File: config.mk
export PLATFORM = sky130hd
export DESIGN_NAME = axi_xbar_1to2
export DESIGN_NICKNAME = d
export VERILOG_FILES = /design/src/rtl/axi_xbar_1to2.sv
export SDC_FILE = /design/constraint.sdc
export NUM_CORES = 1
export LEC_CHECK = 0
export BUFFER_PORTS_ARGS = -buffer_cell sky130_fd_sc_hd__buf_2
export CAP_MARGIN = 0
export CORE_AREA = 2 2 221 223
export CTS_CLUSTER_DIAMETER = 200
export CTS_CLUSTER_SIZE = 30
export DETAILED_ROUTE_END_ITERATION = 6
export DIE_AREA = 0 0 223 225
export GPL_TIMING_DRIVEN = 0
export HOLD_SLACK_MARGIN = 0.02
export PLACE_DENSITY_LB_ADDON = 0.15
export SLEW_MARGIN = 15
export SYNTH_ARGS = -nofsm -noshare
export SYNTH_HDL_FRONTEND = slang
export SYNTH_SLANG_ARGS = --single-unit
File: constraint.sdc
create_clock -name clk -period 2.1 [get_ports clk]
set_input_delay 0.315 -clock clk [delete_from_list [all_inputs] [get_ports clk]]
set_output_delay 0.315 -clock clk [all_outputs]
set_load 0.005 [all_outputs]
File: src/rtl/axi_xbar_1to2.sv
// AXI4 one-master to two-slave address-decoding demux.
// Unmapped addresses are answered by an internal DECERR responder.
module axi_xbar_1to2 #(
  parameter int DATA_WIDTH = 32,
  parameter int ADDR_WIDTH = 32,
  parameter logic [ADDR_WIDTH-1:0] S0_BASE = 32'h8000_0000,
  parameter logic [ADDR_WIDTH-1:0] S0_MASK = 32'hF800_0000,
  parameter logic [ADDR_WIDTH-1:0] S1_BASE = 32'h1000_0000,
  parameter logic [ADDR_WIDTH-1:0] S1_MASK = 32'hF000_0000
) (
  input  logic                    clk,
  input  logic                    reset,
  // upstream
  input  logic                    s_awvalid,
  output logic                    s_awready,
  input  logic [ADDR_WIDTH-1:0]   s_awaddr,
  input  logic [3:0]              s_awid,
  input  logic [7:0]              s_awlen,
  input  logic [2:0]              s_awsize,
  input  logic [1:0]              s_awburst,
  input  logic                    s_wvalid,
  output logic                    s_wready,
  input  logic [DATA_WIDTH-1:0]   s_wdata,
  input  logic [DATA_WIDTH/8-1:0] s_wstrb,
  input  logic                    s_wlast,
  output logic                    s_bvalid,
  input  logic                    s_bready,
  output logic [3:0]              s_bid,
  output logic [1:0]              s_bresp,
  input  logic                    s_arvalid,
  output logic                    s_arready,
  input  logic [ADDR_WIDTH-1:0]   s_araddr,
  input  logic [3:0]              s_arid,
  input  logic [7:0]              s_arlen,
  input  logic [2:0]              s_arsize,
  input  logic [1:0]              s_arburst,
  output logic                    s_rvalid,
  input  logic                    s_rready,
  output logic [DATA_WIDTH-1:0]   s_rdata,
  output logic [1:0]              s_rresp,
  output logic                    s_rlast,
  output logic [3:0]              s_rid,
  // slave 0
  output logic                    m0_awvalid,
  input  logic                    m0_awready,
  output logic [ADDR_WIDTH-1:0]   m0_awaddr,
  output logic [3:0]              m0_awid,
  output logic [7:0]              m0_awlen,
  output logic [2:0]              m0_awsize,
  output logic [1:0]              m0_awburst,
  output logic                    m0_wvalid,
  input  logic                    m0_wready,
  output logic [DATA_WIDTH-1:0]   m0_wdata,
  output logic [DATA_WIDTH/8-1:0] m0_wstrb,
  output logic                    m0_wlast,
  input  logic                    m0_bvalid,
  output logic                    m0_bready,
  input  logic [3:0]              m0_bid,
  input  logic [1:0]              m0_bresp,
  output logic                    m0_arvalid,
  input  logic                    m0_arready,
  output logic [ADDR_WIDTH-1:0]   m0_araddr,
  output logic [3:0]              m0_arid,
  output logic [7:0]              m0_arlen,
  output logic [2:0]              m0_arsize,
  output logic [1:0]              m0_arburst,
  input  logic                    m0_rvalid,
  output logic                    m0_rready,
  input  logic [DATA_WIDTH-1:0]   m0_rdata,
  input  logic [1:0]              m0_rresp,
  input  logic                    m0_rlast,
  input  logic [3:0]              m0_rid,
  // slave 1
  output logic                    m1_awvalid,
  input  logic                    m1_awready,
  output logic [ADDR_WIDTH-1:0]   m1_awaddr,
  output logic [3:0]              m1_awid,
  output logic [7:0]              m1_awlen,
  output logic [2:0]              m1_awsize,
  output logic [1:0]              m1_awburst,
  output logic                    m1_wvalid,
  input  logic                    m1_wready,
  output logic [DATA_WIDTH-1:0]   m1_wdata,
  output logic [DATA_WIDTH/8-1:0] m1_wstrb,
  output logic                    m1_wlast,
  input  logic                    m1_bvalid,
  output logic                    m1_bready,
  input  logic [3:0]              m1_bid,
  input  logic [1:0]              m1_bresp,
  output logic                    m1_arvalid,
  input  logic                    m1_arready,
  output logic [ADDR_WIDTH-1:0]   m1_araddr,
  output logic [3:0]              m1_arid,
  output logic [7:0]              m1_arlen,
  output logic [2:0]              m1_arsize,
  output logic [1:0]              m1_arburst,
  input  logic                    m1_rvalid,
  output logic                    m1_rready,
  input  logic [DATA_WIDTH-1:0]   m1_rdata,
  input  logic [1:0]              m1_rresp,
  input  logic                    m1_rlast,
  input  logic [3:0]              m1_rid
);

  typedef enum logic [1:0] {SEL_S0, SEL_S1, SEL_ERR} sel_e;
  typedef enum logic [1:0] {R_IDLE, R_ADDR, R_DATA, R_ERR} r_state_e;
  typedef enum logic [2:0] {
    W_IDLE, W_XFER, W_RESP, W_ERR_D, W_ERR_B
  } w_state_e;

  function automatic sel_e decode(input logic [ADDR_WIDTH-1:0] a);
    if ((a & S0_MASK) == S0_BASE) return SEL_S0;
    else if ((a & S1_MASK) == S1_BASE) return SEL_S1;
    else return SEL_ERR;
  endfunction

  // Payloads fan out unconditionally; only valid/ready are steered.
  assign m0_awaddr  = s_awaddr;
  assign m0_awid    = s_awid;
  assign m0_awlen   = s_awlen;
  assign m0_awsize  = s_awsize;
  assign m0_awburst = s_awburst;
  assign m0_wdata   = s_wdata;
  assign m0_wstrb   = s_wstrb;
  assign m0_wlast   = s_wlast;
  assign m0_araddr  = s_araddr;
  assign m0_arid    = s_arid;
  assign m0_arlen   = s_arlen;
  assign m0_arsize  = s_arsize;
  assign m0_arburst = s_arburst;
  assign m1_awaddr  = s_awaddr;
  assign m1_awid    = s_awid;
  assign m1_awlen   = s_awlen;
  assign m1_awsize  = s_awsize;
  assign m1_awburst = s_awburst;
  assign m1_wdata   = s_wdata;
  assign m1_wstrb   = s_wstrb;
  assign m1_wlast   = s_wlast;
  assign m1_araddr  = s_araddr;
  assign m1_arid    = s_arid;
  assign m1_arlen   = s_arlen;
  assign m1_arsize  = s_arsize;
  assign m1_arburst = s_arburst;

  r_state_e   r_state, r_next;
  sel_e       rsel;
  logic [3:0] rid_q;
  logic [7:0] cnt;

  always_ff @(posedge clk) begin
    if (reset) begin
      r_state <= R_IDLE;
      rsel    <= SEL_S0;
      rid_q   <= '0;
      cnt     <= '0;
    end else begin
      r_state <= r_next;
      if (r_state == R_IDLE && s_arvalid)
        rsel <= decode(s_araddr);
      if (r_state == R_ADDR && rsel == SEL_ERR && s_arvalid) begin
        rid_q <= s_arid;
        cnt   <= s_arlen;
      end
      if (r_state == R_ERR && s_rready && cnt != 8'd0)
        cnt <= cnt - 8'd1;
    end
  end

  always_comb begin
    r_next     = r_state;
    s_arready  = 1'b0;
    m0_arvalid = 1'b0;
    m1_arvalid = 1'b0;
    m0_rready  = 1'b0;
    m1_rready  = 1'b0;
    s_rvalid   = 1'b0;
    s_rdata    = '0;
    s_rresp    = 2'b00;
    s_rlast    = 1'b0;
    s_rid      = '0;
    case (r_state)
      R_IDLE: if (s_arvalid) r_next = R_ADDR;
      R_ADDR: begin
        case (rsel)
          SEL_S0: begin
            m0_arvalid = s_arvalid;
            s_arready  = m0_arready;
          end
          SEL_S1: begin
            m1_arvalid = s_arvalid;
            s_arready  = m1_arready;
          end
          default: s_arready = 1'b1;
        endcase
        if (s_arvalid && s_arready)
          r_next = (rsel == SEL_ERR) ? R_ERR : R_DATA;
      end
      R_DATA: begin
        case (rsel)
          SEL_S0: begin
            s_rvalid  = m0_rvalid;
            s_rdata   = m0_rdata;
            s_rresp   = m0_rresp;
            s_rlast   = m0_rlast;
            s_rid     = m0_rid;
            m0_rready = s_rready;
          end
          SEL_S1: begin
            s_rvalid  = m1_rvalid;
            s_rdata   = m1_rdata;
            s_rresp   = m1_rresp;
            s_rlast   = m1_rlast;
            s_rid     = m1_rid;
            m1_rready = s_rready;
          end
          default: ;
        endcase
        if (rsel == SEL_ERR || (s_rvalid && s_rready && s_rlast))
          r_next = R_IDLE;
      end
      R_ERR: begin
        s_rvalid = 1'b1;
        s_rresp  = 2'b11;
        s_rid    = rid_q;
        s_rlast  = (cnt == 8'd0);
        if (s_rready && s_rlast) r_next = R_IDLE;
      end
      default: r_next = R_IDLE;
    endcase
  end

  w_state_e   w_state, w_next;
  sel_e       wsel;
  logic [3:0] bid_q;
  logic       aw_done, w_done;

  always_ff @(posedge clk) begin
    if (reset) begin
      w_state <= W_IDLE;
      wsel    <= SEL_S0;
      bid_q   <= '0;
      aw_done <= 1'b0;
      w_done  <= 1'b0;
    end else begin
      w_state <= w_next;
      if (w_state == W_IDLE && s_awvalid)
        wsel <= decode(s_awaddr);
      if (w_state == W_XFER && wsel == SEL_ERR && s_awvalid)
        bid_q <= s_awid;
      if (w_state == W_XFER) begin
        if (s_awvalid && s_awready) aw_done <= 1'b1;
        if (s_wvalid && s_wready && s_wlast) w_done <= 1'b1;
      end else begin
        aw_done <= 1'b0;
        w_done  <= 1'b0;
      end
    end
  end

  always_comb begin
    w_next     = w_state;
    s_awready  = 1'b0;
    s_wready   = 1'b0;
    s_bvalid   = 1'b0;
    s_bid      = '0;
    s_bresp    = 2'b00;
    m0_awvalid = 1'b0;
    m1_awvalid = 1'b0;
    m0_wvalid  = 1'b0;
    m1_wvalid  = 1'b0;
    m0_bready  = 1'b0;
    m1_bready  = 1'b0;
    case (w_state)
      W_IDLE: if (s_awvalid) w_next = W_XFER;
      W_XFER: begin
        case (wsel)
          SEL_S0: begin
            m0_awvalid = s_awvalid & ~aw_done;
            s_awready  = m0_awready & ~aw_done;
            m0_wvalid  = s_wvalid & ~w_done;
            s_wready   = m0_wready & ~w_done;
          end
          SEL_S1: begin
            m1_awvalid = s_awvalid & ~aw_done;
            s_awready  = m1_awready & ~aw_done;
            m1_wvalid  = s_wvalid & ~w_done;
            s_wready   = m1_wready & ~w_done;
          end
          default: s_awready = 1'b1;
        endcase
        if (wsel == SEL_ERR) begin
          if (s_awvalid) w_next = W_ERR_D;
        end else if ((aw_done || (s_awvalid && s_awready)) &&
                     (w_done || (s_wvalid && s_wready && s_wlast))) begin
          w_next = W_RESP;
        end
      end
      W_RESP: begin
        case (wsel)
          SEL_S0: begin
            s_bvalid  = m0_bvalid;
            s_bid     = m0_bid;
            s_bresp   = m0_bresp;
            m0_bready = s_bready;
          end
          SEL_S1: begin
            s_bvalid  = m1_bvalid;
            s_bid     = m1_bid;
            s_bresp   = m1_bresp;
            m1_bready = s_bready;
          end
          default: ;
        endcase
        if (wsel == SEL_ERR || (s_bvalid && s_bready))
          w_next = W_IDLE;
      end
      W_ERR_D: begin
        s_wready = 1'b1;
        if (s_wvalid && s_wlast) w_next = W_ERR_B;
      end
      W_ERR_B: begin
        s_bvalid = 1'b1;
        s_bresp  = 2'b11;
        s_bid    = bid_q;
        if (s_bready) w_next = W_IDLE;
      end
      default: w_next = W_IDLE;
    endcase
  end

endmodule

==> results.md <==
* Post-synth top area cell: buf_4
* Peak VDD IR at 0.263 mV
* GPL Wtd Cong at 0.749
* CTS tree: built
* Total CTS buffers at 3
* Crit path required time at 1.78 ns
* CP Capture Type: output port
* Status: finished, final reports clean
* FF/Latch Area at 541 um2
* Commonest cells in the netlist: buf_4, nor2_1, mux2i_1, nand2_1, dfxtp_1
* F_max at 501 MHz
* Ratio of cells with drive above 1 in the final layout at 0.736
* Synth unique cells at 61
* Clock latency on the worst-skew pair at 0.27 ns
* Drt pass-1 iters at 4
* Crit path max fanout at 10
* Maxcap violations at 0
* Num rows at 80
* Yosys top cell area share at 0.452
* RSZ-0062 raised after global routing: yes
* Synth Flop Type: dfxtp_1
* GRT overflow at 0
* Startpoint types: register
* Fin Clk Skew at 0.00212 ns
* CTS root buf: clkbuf_16
* Vias in the first global route at 5182
* Largest net degree at the start of global routing at 17
* Rel. slew slack at 0.455
* Width of the die at 223 um
* Filler instances at 5517
* Layout Nets at 1313
* Synth Register Bits at 27
* Hold_buf cts at 0
* Ys Warns at 0
* Routed WL at 22600 um
* Leakage dissipation at 4.18 nW
* Async set-or-reset flop fraction in the synthesized netlist at 0
* Synth Cell Area at 4530 um2
* Fin. Hold Viols at 0
* Crit Reg-Reg Endpoint: cnt[4]
* Mean post-synth cell area at 7.56 um2
* EDFF count, synth at 0
* Reg2reg setup slack at 0.18 ns
* Clk pin slew, worst setup/hold paths at 0.08 ns
* Seq/Total Area, Yosys at 0.119
* Initial antenna violation count at 1
* Post-route clock period utilization at 0.950
* Worst-Margin Slew at 0.817 ns
* Final setup vio count at 0
* Top post-synthesis cells by area: buf_4, dfxtp_1, mux2i_1
* Crit path DAT at 1.68 ns
* Initial DRC count at 127
* Syn Inst Count at 599
* Routed WL per cell at 13.5 um
* Hold Path End: rid_q[1]
* H-tree Lvls at 1
* Final ANT Viol Nets at 0
* Core area at 47500 um2
* # diodes at 0
* Starting Density at 0.0953
* Clock buffer depth at 2
* Crit Path Class: reg2out
* Area Growth Syn to Fin at 72.5%
* Syn_nets at 843
* Reg2reg start: cnt[0]
* Die area at 50200 um2
* Count leader, synth: buf_4
* Tmin final at 2.00 ns
* Non-filler cells in the finished layout at 1683
* Power Dens Cells at 331 nW/um2
* IO Pins at 572
* Area occupied by multi-input gates at 1840 um2
* Hold crit path type: in2reg
* Hold path cells at 3
* Die Span Y at 225 um
* Gr usage total at 0.0816
* Placed cells at 1677
* Final Util at 0.164
* DR vias at 5335
* Cell depth of the worst flop-to-flop path at 8
* # DRC at 0
* Detailed placement HPWL at 20400 um
* Clock sinks at 27
* Port bufs at 463
* HP Start: s_arid[1]
* Avg Vias per Cell at 3.17
* Number of max-slew violations in the final report at 0
* Global-route wire length before repair at 31200 um
==> repair_timing <==
item	in CTS	in global routing
setup buffers	0	3
endpoints found under the setup margin	48	40
resized for setup	18	10
==> final cells by class <==
| cell class | count | share of cell area |
|---|---|---|
| clock inverters | 1 | 0.000961 |
| clock buffers | 3 | 0.00961 |
| multi-input cells | 268 | 0.236 |
| well taps | 615 | 0.0985 |
| inverters | 11 | 0.00529 |
| flip-flops and latches | 27 | 0.0692 |
| repair buffers | 466 | 0.300 |
| plain buffers | 292 | 0.281 |
==> cell families (layout without fill, tap and decap cells) <==
logic type	count (synthesis)	in the layout	share of synthesized area
and+or+nand+nor	145	145	0.168
AOI/OAI and AO/OA	64	64	0.0928
adders and majority gates	2	2	0.00552
muxes	57	57	0.128
buffers and inverters	304	773	0.486
DFF	27	27	0.119
==> critical path, stage by stage, from the launching register on <==
cell	delay [ns]
dfxtp_1	0.45
buf_6	0.19
buf_2	0.32
mux2i_1	0.24
nor2_1	0.06
buf_2	0.14
==> where the power goes <==
group | switching (mW) | leakage, nW | internal, mW | total [mW]
clock network | 0.217 | 0.0371 | 0.260 | 0.478
logic | 0.647 | 3.92 | 0.865 | 1.51
registers | 0.0432 | 0.219 | 0.551 | 0.594
==> layer usage <==
layer / wire, um / track usage / part of all wire
met3: 1880 / 0.0203 / 0.083
met1: 7830 / 0.0821 / 0.35
met5: 13 / 0 / 0.00057
met2: 12700 / 0.168 / 0.56
met4: 225 / 0.0145 / 0.0099
==> stage by stage <==
stage / power [mW] / setup TNS, ns / hold WS (ns) / setup WS, ns / instance area, um2
6_report: 2.58 / 0 / 0.290 / 0.105 / 7810
5_1_grt: 2.79 / -0.0106 / 0.307 / -0.0106 / 7810
4_1_cts: 2.63 / 0 / 0.282 / 0.00502 / 7740
3_5_place_dp: 2.11 / -1.95 / 0.454 / -0.138 / 7620
3_3_place_gp: 2.13 / -1.65 / 0.445 / -0.125 / 7620
2_1_floorplan: 1.47 / 0 / 0.437 / 0.491 / 4530
==> worst max-delay path by stage <==
stage / from / to / slack, ns / depth (start not counted)
global placement: r_state[0] / s_rdata[20] / -0.13 / 7
CTS: rsel[0] / s_rresp[1] / 0.005 / 5
global route: w_state[0] / m0_wvalid / -0.01 / 5
floorplan: cnt[0] / cnt[4] / 0.49 / 7
finish: rsel[0] / s_rdata[8] / 0.10 / 5
detailed placement: r_state[0] / s_rdata[20] / -0.14 / 7
==> state kept, by name, summed over array words and instances, names as in the netlist <==
name,count
cnt,8
aw_done,1
w_state,3
rid_q,4
rsel,2
bid_q,4
r_state,2
wsel,2
w_done,1
==> placed cells by master (no fill, tap or decap), types with 2 or more instances in the layout <==
master and n:
buf_2 467, buf_4 279, nor2_1 56, mux2i_1 49, nand2_1 27, dfxtp_1 27, a21oi_1 17, o21ai_0 14
nand3_1 11, inv_1 10, nor3_1 9, buf_6 7, nand2b_1 6, mux2i_2 4, nor3b_1 3, clkbuf_1 3
and2_1 3, nor4_1 3, a31oi_1 3, a211oi_1 3, clkbuf_16 3, nand2_2 2, nor2_2 2, mux2_4 2
nor3b_2 2, o21ai_1 2, or3b_1 2, and3_1 2, o211ai_1 2, nor4b_2 2, o311ai_1 2, a211o_1 2
a22oi_1 2, o21a_1 2, ha_1 2
Power figures use the tool's default switching activity.
